===== config.mk =====
export PLATFORM = sky130hd
export DESIGN_NAME = rx_frame_scheduler_flat
export DESIGN_NICKNAME = d
export VERILOG_FILES = /design/src/rtl/rx_frame_scheduler_if.sv /design/src/rtl/rx_frame_scheduler.sv /design/src/flat_wrapper.sv
export SDC_FILE = /design/constraint.sdc
export NUM_CORES = 1
export LEC_CHECK = 0
export CAP_MARGIN = 15
export CORE_ASPECT_RATIO = 1.2
export CORE_MARGIN = 3
export CORE_UTILIZATION = 48
export DETAILED_ROUTE_END_ITERATION = 12
export PLACE_DENSITY = 0.73
export SLEW_MARGIN = 30
export SYNTH_ARGS = -nofsm -noshare
export SYNTH_HDL_FRONTEND = slang
export SYNTH_SLANG_ARGS = --single-unit

===== constraint.sdc =====
create_clock -name clock -period 8.7 [get_ports clock]
set_clock_uncertainty 0.15 [all_clocks]
set_input_delay 1.74 -clock clock [delete_from_list [all_inputs] [get_ports clock]]
set_output_delay 1.74 -clock clock [all_outputs]
set_load 0.02 [all_outputs]

===== src/rtl/rx_frame_scheduler_if.sv =====
// rtl/rx_frame_scheduler_if.sv - serialized sample word stream between scheduler and downstream consumer
//
// Signals:
//   out_data   24-bit sample word (I or Q of one channel)
//   out_valid  out_data holds a word
//   out_ready  consumer takes the word when out_valid && out_ready
//   out_first  word 0 of a frame (I of channel 0)
//   out_last   final word of a frame (Q of the last active channel)
// Modports: master = scheduler side, slave = consumer side.

interface rx_frame_scheduler_if;
    logic [23:0] out_data;
    logic        out_valid;
    logic        out_ready;
    logic        out_first;
    logic        out_last;

    modport master (
        output out_data,
        output out_valid,
        output out_first,
        output out_last,
        input  out_ready
    );

    modport slave (
        input  out_data,
        input  out_valid,
        input  out_first,
        input  out_last,
        output out_ready
    );
endinterface


===== src/rtl/rx_frame_scheduler.sv =====
// rtl/rx_frame_scheduler.sv - gathers one I/Q sample per active receiver channel and serializes them as frames
//
// Ports:
//   clock        system clock, rising edge
//   rst          synchronous active-high reset
//   rx_strobe    per-channel one-cycle sample strobe
//   rx_data_I/Q  per-channel 24-bit I/Q samples, channel k in bits [24k+23:24k]
//   n_active     number of active channels (0 -> 1, above NRX -> NRX)
//   out_if       serialized word stream (master side)
//   overrun      sticky per-channel flag: a sample was overwritten before being framed
//   overrun_clr  clears all overrun flags
//   busy         a frame is being sent

module rx_frame_scheduler #(
    parameter int NRX = 4
) (
    input  logic                 clock,
    input  logic                 rst,
    input  logic [NRX-1:0]       rx_strobe,
    input  logic [24*NRX-1:0]    rx_data_I,
    input  logic [24*NRX-1:0]    rx_data_Q,
    input  logic [3:0]           n_active,
    rx_frame_scheduler_if.master out_if,
    output logic [NRX-1:0]       overrun,
    input  logic                 overrun_clr,
    output logic                 busy
);

    typedef enum logic {IDLE, SEND} state_t;

    localparam logic [3:0] NRX_W = 4'(NRX);

    state_t         state_q, state_d;
    logic [3:0]     w_q, w_d;
    logic [3:0]     len_q, len_d;
    logic [NRX-1:0] pending_q, pending_d;
    logic [NRX-1:0] overrun_q, overrun_d;

    logic [23:0]    hold_i_q [NRX];
    logic [23:0]    hold_i_d [NRX];
    logic [23:0]    hold_q_q [NRX];
    logic [23:0]    hold_q_d [NRX];
    logic [23:0]    frame_i_q[NRX];
    logic [23:0]    frame_i_d[NRX];
    logic [23:0]    frame_q_q[NRX];
    logic [23:0]    frame_q_d[NRX];

    logic [3:0]     a_eff;
    logic [NRX-1:0] active;
    logic           last_word;
    logic           accept;
    logic           snap_ok;
    logic           snap;

    // Effective channel count, clamped to 1..NRX.
    always_comb begin
        a_eff = n_active;
        if (n_active == 4'd0) begin
            a_eff = 4'd1;
        end else if (n_active > NRX_W) begin
            a_eff = NRX_W;
        end
        for (int k = 0; k < NRX; k++) begin
            active[k] = (4'(k) < a_eff);
        end
    end

    // Snapshot fires from IDLE, or on the cycle the final word is accepted so the
    // next frame follows without a bubble. Inactive channels count as ready.
    always_comb begin
        last_word = (state_q == SEND) && ({1'b0, w_q} == ({len_q, 1'b0} - 5'd1));
        accept    = (state_q == SEND) && out_if.out_ready;
        snap_ok   = &(pending_q | ~active);
        snap      = snap_ok && ((state_q == IDLE) || (accept && last_word));
    end

    always_comb begin
        state_d = state_q;
        w_d     = w_q;
        len_d   = len_q;
        case (state_q)
            IDLE: begin
                if (snap) begin
                    state_d = SEND;
                    w_d     = 4'd0;
                    len_d   = a_eff;
                end
            end
            SEND: begin
                if (accept) begin
                    if (last_word) begin
                        w_d = 4'd0;
                        if (snap) begin
                            len_d = a_eff;
                        end else begin
                            state_d = IDLE;
                        end
                    end else begin
                        w_d = w_q + 4'd1;
                    end
                end
            end
            default: state_d = IDLE;
        endcase
    end

    // A strobe coinciding with the snapshot lands in holding after the old value
    // was copied to the frame, and re-arms pending; only a strobe onto a pending
    // channel that is not being drained this cycle is an overrun.
    always_comb begin
        for (int k = 0; k < NRX; k++) begin
            hold_i_d[k]  = hold_i_q[k];
            hold_q_d[k]  = hold_q_q[k];
            frame_i_d[k] = frame_i_q[k];
            frame_q_d[k] = frame_q_q[k];
            if (snap) begin
                frame_i_d[k] = hold_i_q[k];
                frame_q_d[k] = hold_q_q[k];
            end
            if (rx_strobe[k] && active[k]) begin
                hold_i_d[k] = rx_data_I[24*k +: 24];
                hold_q_d[k] = rx_data_Q[24*k +: 24];
            end
            pending_d[k] = active[k] & (rx_strobe[k] | (pending_q[k] & ~snap));
            overrun_d[k] = (overrun_q[k] & ~overrun_clr)
                         | (rx_strobe[k] & active[k] & pending_q[k] & ~snap);
        end
    end

    always_ff @(posedge clock) begin
        if (rst) begin
            state_q   <= IDLE;
            w_q       <= 4'd0;
            len_q     <= 4'd0;
            pending_q <= '0;
            overrun_q <= '0;
        end else begin
            state_q   <= state_d;
            w_q       <= w_d;
            len_q     <= len_d;
            pending_q <= pending_d;
            overrun_q <= overrun_d;
        end
    end

    // Data storage carries no reset; its content is only observed after a snapshot.
    always_ff @(posedge clock) begin
        for (int k = 0; k < NRX; k++) begin
            hold_i_q[k]  <= hold_i_d[k];
            hold_q_q[k]  <= hold_q_d[k];
            frame_i_q[k] <= frame_i_d[k];
            frame_q_q[k] <= frame_q_d[k];
        end
    end

    // Even word index -> I, odd -> Q of channel w/2. Driven only from registered
    // state so the word is stable while the consumer stalls.
    always_comb begin
        out_if.out_data = 24'd0;
        if (state_q == SEND) begin
            for (int k = 0; k < NRX; k++) begin
                if (w_q[3:1] == 3'(k)) begin
                    out_if.out_data = w_q[0] ? frame_q_q[k] : frame_i_q[k];
                end
            end
        end
        out_if.out_valid = (state_q == SEND);
        out_if.out_first = (state_q == SEND) && (w_q == 4'd0);
        out_if.out_last  = last_word;
        busy             = (state_q == SEND);
        overrun          = overrun_q;
    end

endmodule


===== src/flat_wrapper.sv =====
// flat-port wrapper written by rule: the top's interface ports become plain ports
module rx_frame_scheduler_flat 
#(
    parameter int NRX = 4
)
  (clock, rst, rx_strobe, rx_data_I, rx_data_Q, n_active, overrun, overrun_clr, busy, out_if_out_data, out_if_out_valid, out_if_out_first, out_if_out_last, out_if_out_ready);
  rx_frame_scheduler_if out_if_i ();
  input  logic clock;
  input  logic rst;
  input  logic [NRX-1:0] rx_strobe;
  input  logic [24*NRX-1:0] rx_data_I;
  input  logic [24*NRX-1:0] rx_data_Q;
  input  logic [3:0] n_active;
  output logic [NRX-1:0] overrun;
  input  logic overrun_clr;
  output logic busy;
  output wire logic [$bits(out_if_i.out_data)-1:0] out_if_out_data;
  output wire logic [$bits(out_if_i.out_valid)-1:0] out_if_out_valid;
  output wire logic [$bits(out_if_i.out_first)-1:0] out_if_out_first;
  output wire logic [$bits(out_if_i.out_last)-1:0] out_if_out_last;
  input wire logic [$bits(out_if_i.out_ready)-1:0] out_if_out_ready;
  assign out_if_out_data = out_if_i.out_data;
  assign out_if_out_valid = out_if_i.out_valid;
  assign out_if_out_first = out_if_i.out_first;
  assign out_if_out_last = out_if_i.out_last;
  assign out_if_i.out_ready = out_if_out_ready;
  rx_frame_scheduler #(.NRX(NRX)) u_core (.clock(clock), .rst(rst), .rx_strobe(rx_strobe), .rx_data_I(rx_data_I), .rx_data_Q(rx_data_Q), .n_active(n_active), .out_if(out_if_i), .overrun(overrun), .overrun_clr(overrun_clr), .busy(busy));
endmodule

# Word level (Yosys, flattened, before mapping)
# Memory sizes are Yosys's and may differ from the RTL's.
# Index checks and enable logic that the tools add are counted.
# W data, S select, Z words.
dict set report word_totals {
  register_bits 17
  ramBits 384
  input_bits 204
  out_inout_bits 32
  wordCells 115
  memories 4
}
dict set report op_classes {
  n_addsub 2
  magnitude_cmp 5
  n_eq_ne 7
  muxes 39
  bitwise 37
  n_reduce_logical 16
}
# name words word_bits rd rd_clocked_by_memory_dff wr line_no
set memory_table {}
lappend memory_table {u_core.frame_i_q 4 24 4 0 4 rx_frame_scheduler.sv:43} ;# logic [23:0] frame_i_q[NRX];
lappend memory_table {u_core.frame_q_q 4 24 4 0 4 rx_frame_scheduler.sv:45} ;# logic [23:0] frame_q_q[NRX];
lappend memory_table {u_core.hold_i_q 4 24 4 0 4 rx_frame_scheduler.sv:39} ;# logic [23:0] hold_i_q [NRX];
lappend memory_table {u_core.hold_q_q 4 24 4 0 4 rx_frame_scheduler.sv:41} ;# logic [23:0] hold_q_q [NRX];
# cell n
set op_table {}
lappend op_table {{$mux W24} 25}
lappend op_table {{$mux W4} 8}
lappend op_table {{$and A1 B1 Y1} 24}
lappend op_table {{$pmux W4 S2} 2}
lappend op_table {{$logic_and A1 B1 Y1} 9}
lappend op_table {{$logic_not A4 Y1} 2}
lappend op_table {{$lt A1 B4 Y1 const A} 2}
lappend op_table {{$lt A2 B4 Y1 const A} 2}
lappend op_table {{$or A1 B1 Y1} 8}
lappend op_table {{$eq A3 B2 Y1 const B} 2}
lappend op_table {{$eq A4 B5 Y1} 1}
lappend op_table {{$sub A5 B1 Y5 const B} 1}
lappend op_table {{$add A4 B1 Y4 const B} 1}
lappend op_table {{$gt A4 B3 Y1 const B} 1}
lappend op_table {{$ne A2 B2 Y1 const B} 2}
lappend op_table {{$not A4 Y4} 1}
lappend op_table {{$or A4 B4 Y4} 1}
lappend op_table {{$reduce_and A2 Y1} 2}
lappend op_table {{$reduce_and A4 Y1} 1}
lappend op_table {{$eq A3 B1 Y1 const B} 1}
lappend op_table {{$logic_not A3 Y1} 1}
lappend op_table {{$mux W1} 3}
lappend op_table {{$not A1 Y1} 3}
lappend op_table {{$ne A2 B1 Y1 const B} 1}
lappend op_table {{2 further kinds} 2}

# Longest topological paths before layout
dict set report logic_depth {
  depth_word 12
  mapped_depth 8
  depth_no_buf 7
}

# Worst setup path after synthesis
# OpenSTA, ideal clock, no wires.
dict set report synth_path {
  kind {input port to flip-flop}
  from {input port n_active[1]}
  to {memory u_core.frame_i_q[0][0] (enable)}
  setup_ns 0.627
  t_arrival_ns 7.588
  required_time_ns 7.923
  setup_slack_ns 0.336
  stages 4
  path_buffers 1
  path_cell_list {a211oi_2 -> o2111ai_1 -> buf_2 -> a21oi_2}
}
# item line_no
set synth_lines {}
lappend synth_lines {{start, declared} flat_wrapper.sv:13} ;# input logic [3:0] n_active;
lappend synth_lines {{end, declared} rx_frame_scheduler.sv:43}

# Final worst setup path
dict set report layout_path {
  from {register u_core.w_q[2]}
  to {output port out_if_out_data[19]}
}
dict set report layout_between {
  elab_chain_len 6
  elab_cells_between_ends 9
  cone_classes {eq/ne: 3; mux: 5; reduce/logical: 1}
}
# item line_no
set layout_rtl {}
lappend layout_rtl {{start, declared} rx_frame_scheduler.sv:34} ;# logic [3:0] w_q, w_d;
lappend layout_rtl {{start signal, assigned} rx_frame_scheduler.sv:139} ;# w_q <= w_d;
lappend layout_rtl {{$logic_not A3 Y1} rx_frame_scheduler.sv:162} ;# if (w_q[3:1] == 3'(k)) begin
lappend layout_rtl {{$mux W24 (3 in a row)} rx_frame_scheduler.sv:162}
lappend layout_rtl {{$mux W24 (*)} rx_frame_scheduler.sv:162}
lappend layout_rtl {{$mux W24 (*)} rx_frame_scheduler.sv:160} ;# if (state_q == SEND) begin
lappend layout_rtl {{end, declared} flat_wrapper.sv:17} ;# output wire logic [$bits(out_if_i.out_data)-1:0] out_if_out_data;
# Every way passes the cells marked *; elsewhere a longest branch is shown, timed or not.

==> out/metrics.cfg <==
[power]
peakVddDrop_uv=166
swShare=0.188
powerDensity_nw_per_um2=222
p_int_w=0.00324
p_clk_frac=0.393
p_switching_w=0.000749
comb_power_share=0.041
power_frac_seq=0.566
power_leakage_nw=5.87

[drt]
avgViaCountPerCell=5.18
dr_wl_met3_um=1700
wl_met1_um=10900
wl_per_cell_um=21.5
drtIter0Drc=505
met2WireLength_um=15100
firstDrtPassIters=5
drc=0
ant_nets=0
top_layer_used=met5
routed_wl_um=28300
vias=6833

[clocking]
root_buffer=clkbuf_16
ctsHoldBuffers=0
clk_path_buf_depth=3
cts_buffers=39
post_cts_buffers=0
clk_pin_slew_worst_paths_ns=0.06
clock_latency_ns=0.51
cts.htree.levels=2
cts_sinks=401
cts.repair.resized=0
cts_tree=done

[place]
io_buffers=235
gp_congestion=0.789
place_hpwl_um=18000
pre_cts_slack_ns=3.65

[synthesis]
ys_seq_elements=401
synthCells=656
synth.largest_area_cell=edfxtp_1
async_reset_ff_frac=0
synth-edff-count=384
yosysMostFrequentCell=edfxtp_1
ys_seq_area_frac=0.847
netlist_area_um2=14000
synth_area_leaders=edfxtp_1, mux4_2, dfxtp_1
syn_nets=863
yosysWarningCount=0
syn_avg_cell_area_um2=21.4
synth_top_area_frac=0.822
ys_types=47
synth_top_cells_by_count=edfxtp_1, nand2_1, mux4_2, a21oi_1, dfxtp_1
synth_ff_type=edfxtp_1

[job]
maxCapViolCount=0

[worst_setup_path]
cp.arrival_ns=3.69
worstPathRequired_ns=6.81
crit_path_end=out_if_out_data[19]
timing.rr.start=u_core.w_q[1]$_SDFFE_PP0P_
cp-start-kind=flop
max_stage_delay_ns=0.86
cp-startpoint=u_core.w_q[2]$_SDFFE_PP0P_
critPathSlowestCell=dfxtp_2
cp_max_fo=32
crit_type=flop to output port
r2r_setup_slack_ns=5.29
worst_setup_path_end_kind=output port
path_cells=inv_1 -> or3_1 -> a211oi_1 -> a2111oi_0 -> clkdlybuf4s50_1
r2r_end=u_core.frame_i_q[3][7]$_DFFE_PP_
r2r_cells=7

[die]
start_util=0.495
die_w_um=162
die_h_um=193
dieArea_um2=31300
core_area_um2=28300
pin_count=236
rows=67

[status]
status=finished, final reports clean

[layout]
fin_nets=1119
drive_gt1_frac=0.134
area_growth_pct=28.5

[timing]
fmax_mhz=179
max_slew_margin=0.395
rsz0062_at_grt=no
period_minus_slack_ns=5.58
worst_slew_pin_slew_ns=0.906
setup_viol=0
timing.final.crit_share=0.641
setup_ws_ns=3.12
finalSetupTns_ns=0
slew_viol_final=0
hold_viol_final=0

[global_route]
grt.overflow.total=0
antenna_found_initial=4
track_usage=0.181
grt_pass1_wl_um=42500
grt_pass1_vias=7397
grt_start_max_net_pins=87

[hold_path]
min_path_type=flop to flop

-- worst min-delay path by stage --
stage,startpoint,to,slack (ns),depth (start not counted)
6_report,u_core.hold_i_q[2][13]$_DFFE_PN_,u_core.frame_i_q[2][13]$_DFFE_PP_,0.27,0
5_1_grt,u_core.hold_q_q[0][7]$_DFFE_PN_,u_core.frame_q_q[0][7]$_DFFE_PP_,0.27,0
4_1_cts,u_core.hold_q_q[2][14]$_DFFE_PN_,u_core.frame_q_q[2][14]$_DFFE_PP_,0.26,0
3_5_place_dp,u_core.hold_i_q[0][13]$_DFFE_PN_,u_core.frame_i_q[0][13]$_DFFE_PP_,0.25,0
3_3_place_gp,u_core.hold_i_q[2][3]$_DFFE_PN_,u_core.frame_i_q[2][3]$_DFFE_PP_,0.25,0
2_1_floorplan,u_core.hold_i_q[0][0]$_DFFE_PN_,u_core.frame_i_q[0][0]$_DFFE_PP_,0.25,0
-- per-stage QoR --
stage | total power [W] | cells | hold slack, ns | area [µm²] | utilization
finish | 0.00399 | 1320 | 0.265 | 18000 | 0.636
detailed placement | 0.00247 | 1250 | 0.255 | 16800 | 0.593
global placement | 0.00246 | 1250 | 0.250 | 16800 | 0.593
CTS | 0.00404 | 1317 | 0.264 | 18000 | 0.635
floorplan | 0.00234 | 656 | 0.250 | 14000 | -
global route | 0.00413 | 1320 | 0.268 | 18000 | 0.636
-- power by group through the flow --
stage | Combinational (W) | Clock (W) | Sequential [W]
floorplan | 0.0000434 | 0 | 0.00229
global placement | 0.000164 | 0 | 0.00230
detailed placement | 0.000166 | 0 | 0.00230
CTS | 0.000167 | 0.00161 | 0.00226
global route | 0.000175 | 0.00169 | 0.00227
finish | 0.000164 | 0.00157 | 0.00226
-- flip-flops by register name, summed over array words and instances (netlist names) --
signal            count
u_core.busy           1
u_core.frame_i_q     96
u_core.frame_q_q     96
u_core.hold_i_q      96
u_core.hold_q_q      96
u_core.len_q          4
u_core.overrun        4
u_core.pending_q      4
u_core.w_q            4
-- final cells by class --
cell class / count / area [µm²]
fillers: 2057 / 10300
inverters: 9 / 33.8
repair buffers: 245 / 2430
flip-flops and latches: 401 / 11900
clock inverters: 21 / 150
diodes: 3 / 7.51
multi-input cells: 216 / 1990
well taps: 379 / 474
clock buffers: 46 / 1040
-- worst max-delay path, delay by kind of cell, from the launching register on --
family	cells	cell delay, ns
buffers and inverters	2	1.28
DFF	1	0.86
and+or+nand+nor	1	0.64
AOI/OAI and AO/OA	2	0.36
-- cell usage in the layout, fill, tap and decap left out, drive strengths merged, types with 2 or more instances in the layout --
| cell | count |
|---|---|
| edfxtp | 384 |
| clkdlybuf4s50 | 234 |
| nand2 | 51 |
| clkbuf | 46 |
| mux4 | 42 |
| a21oi | 27 |
| clkinv | 19 |
| dfxtp | 17 |
| a211oi | 11 |
| buf | 11 |
| inv | 9 |
| nor2b | 9 |
| nor2 | 8 |
| nand3 | 8 |
| nor3 | 6 |
| mux2 | 4 |
| o22ai | 4 |
| o31ai | 4 |
| nand4 | 4 |
| diode | 3 |
| nor3b | 3 |
| a31oi | 3 |
| ha | 3 |
| o21ai | 3 |
| o211a | 2 |
| xor2 | 2 |
| o2111ai | 2 |
| a2111oi | 2 |
| or4 | 2 |
| nor4 | 2 |
| bufinv | 2 |
| nand2b | 2 |
-- routing by layer --
metal | track usage | vias up
met2 | 0.319 | 243
met3 | 0.0394 | 41
li1 | - | 3147
met1 | 0.226 | 3400
met4 | 0.0553 | 2
met5 | 0 | -
-- logic make-up (layout without fill, tap and decap cells) --
logic type / count (synthesis) / count (layout) / share of synthesized area
other cells: 0 / 3 / 0
compound gates: 65 / 65 / 0.0311
simple gates: 99 / 99 / 0.0338
flops: 401 / 401 / 0.847
mux: 46 / 46 / 0.0707
fa+ha+maj: 3 / 3 / 0.00268
buf+inv: 39 / 321 / 0.0133
xor+xnor: 3 / 3 / 0.00187
Note: power is estimated with default switching activity, not from simulation.
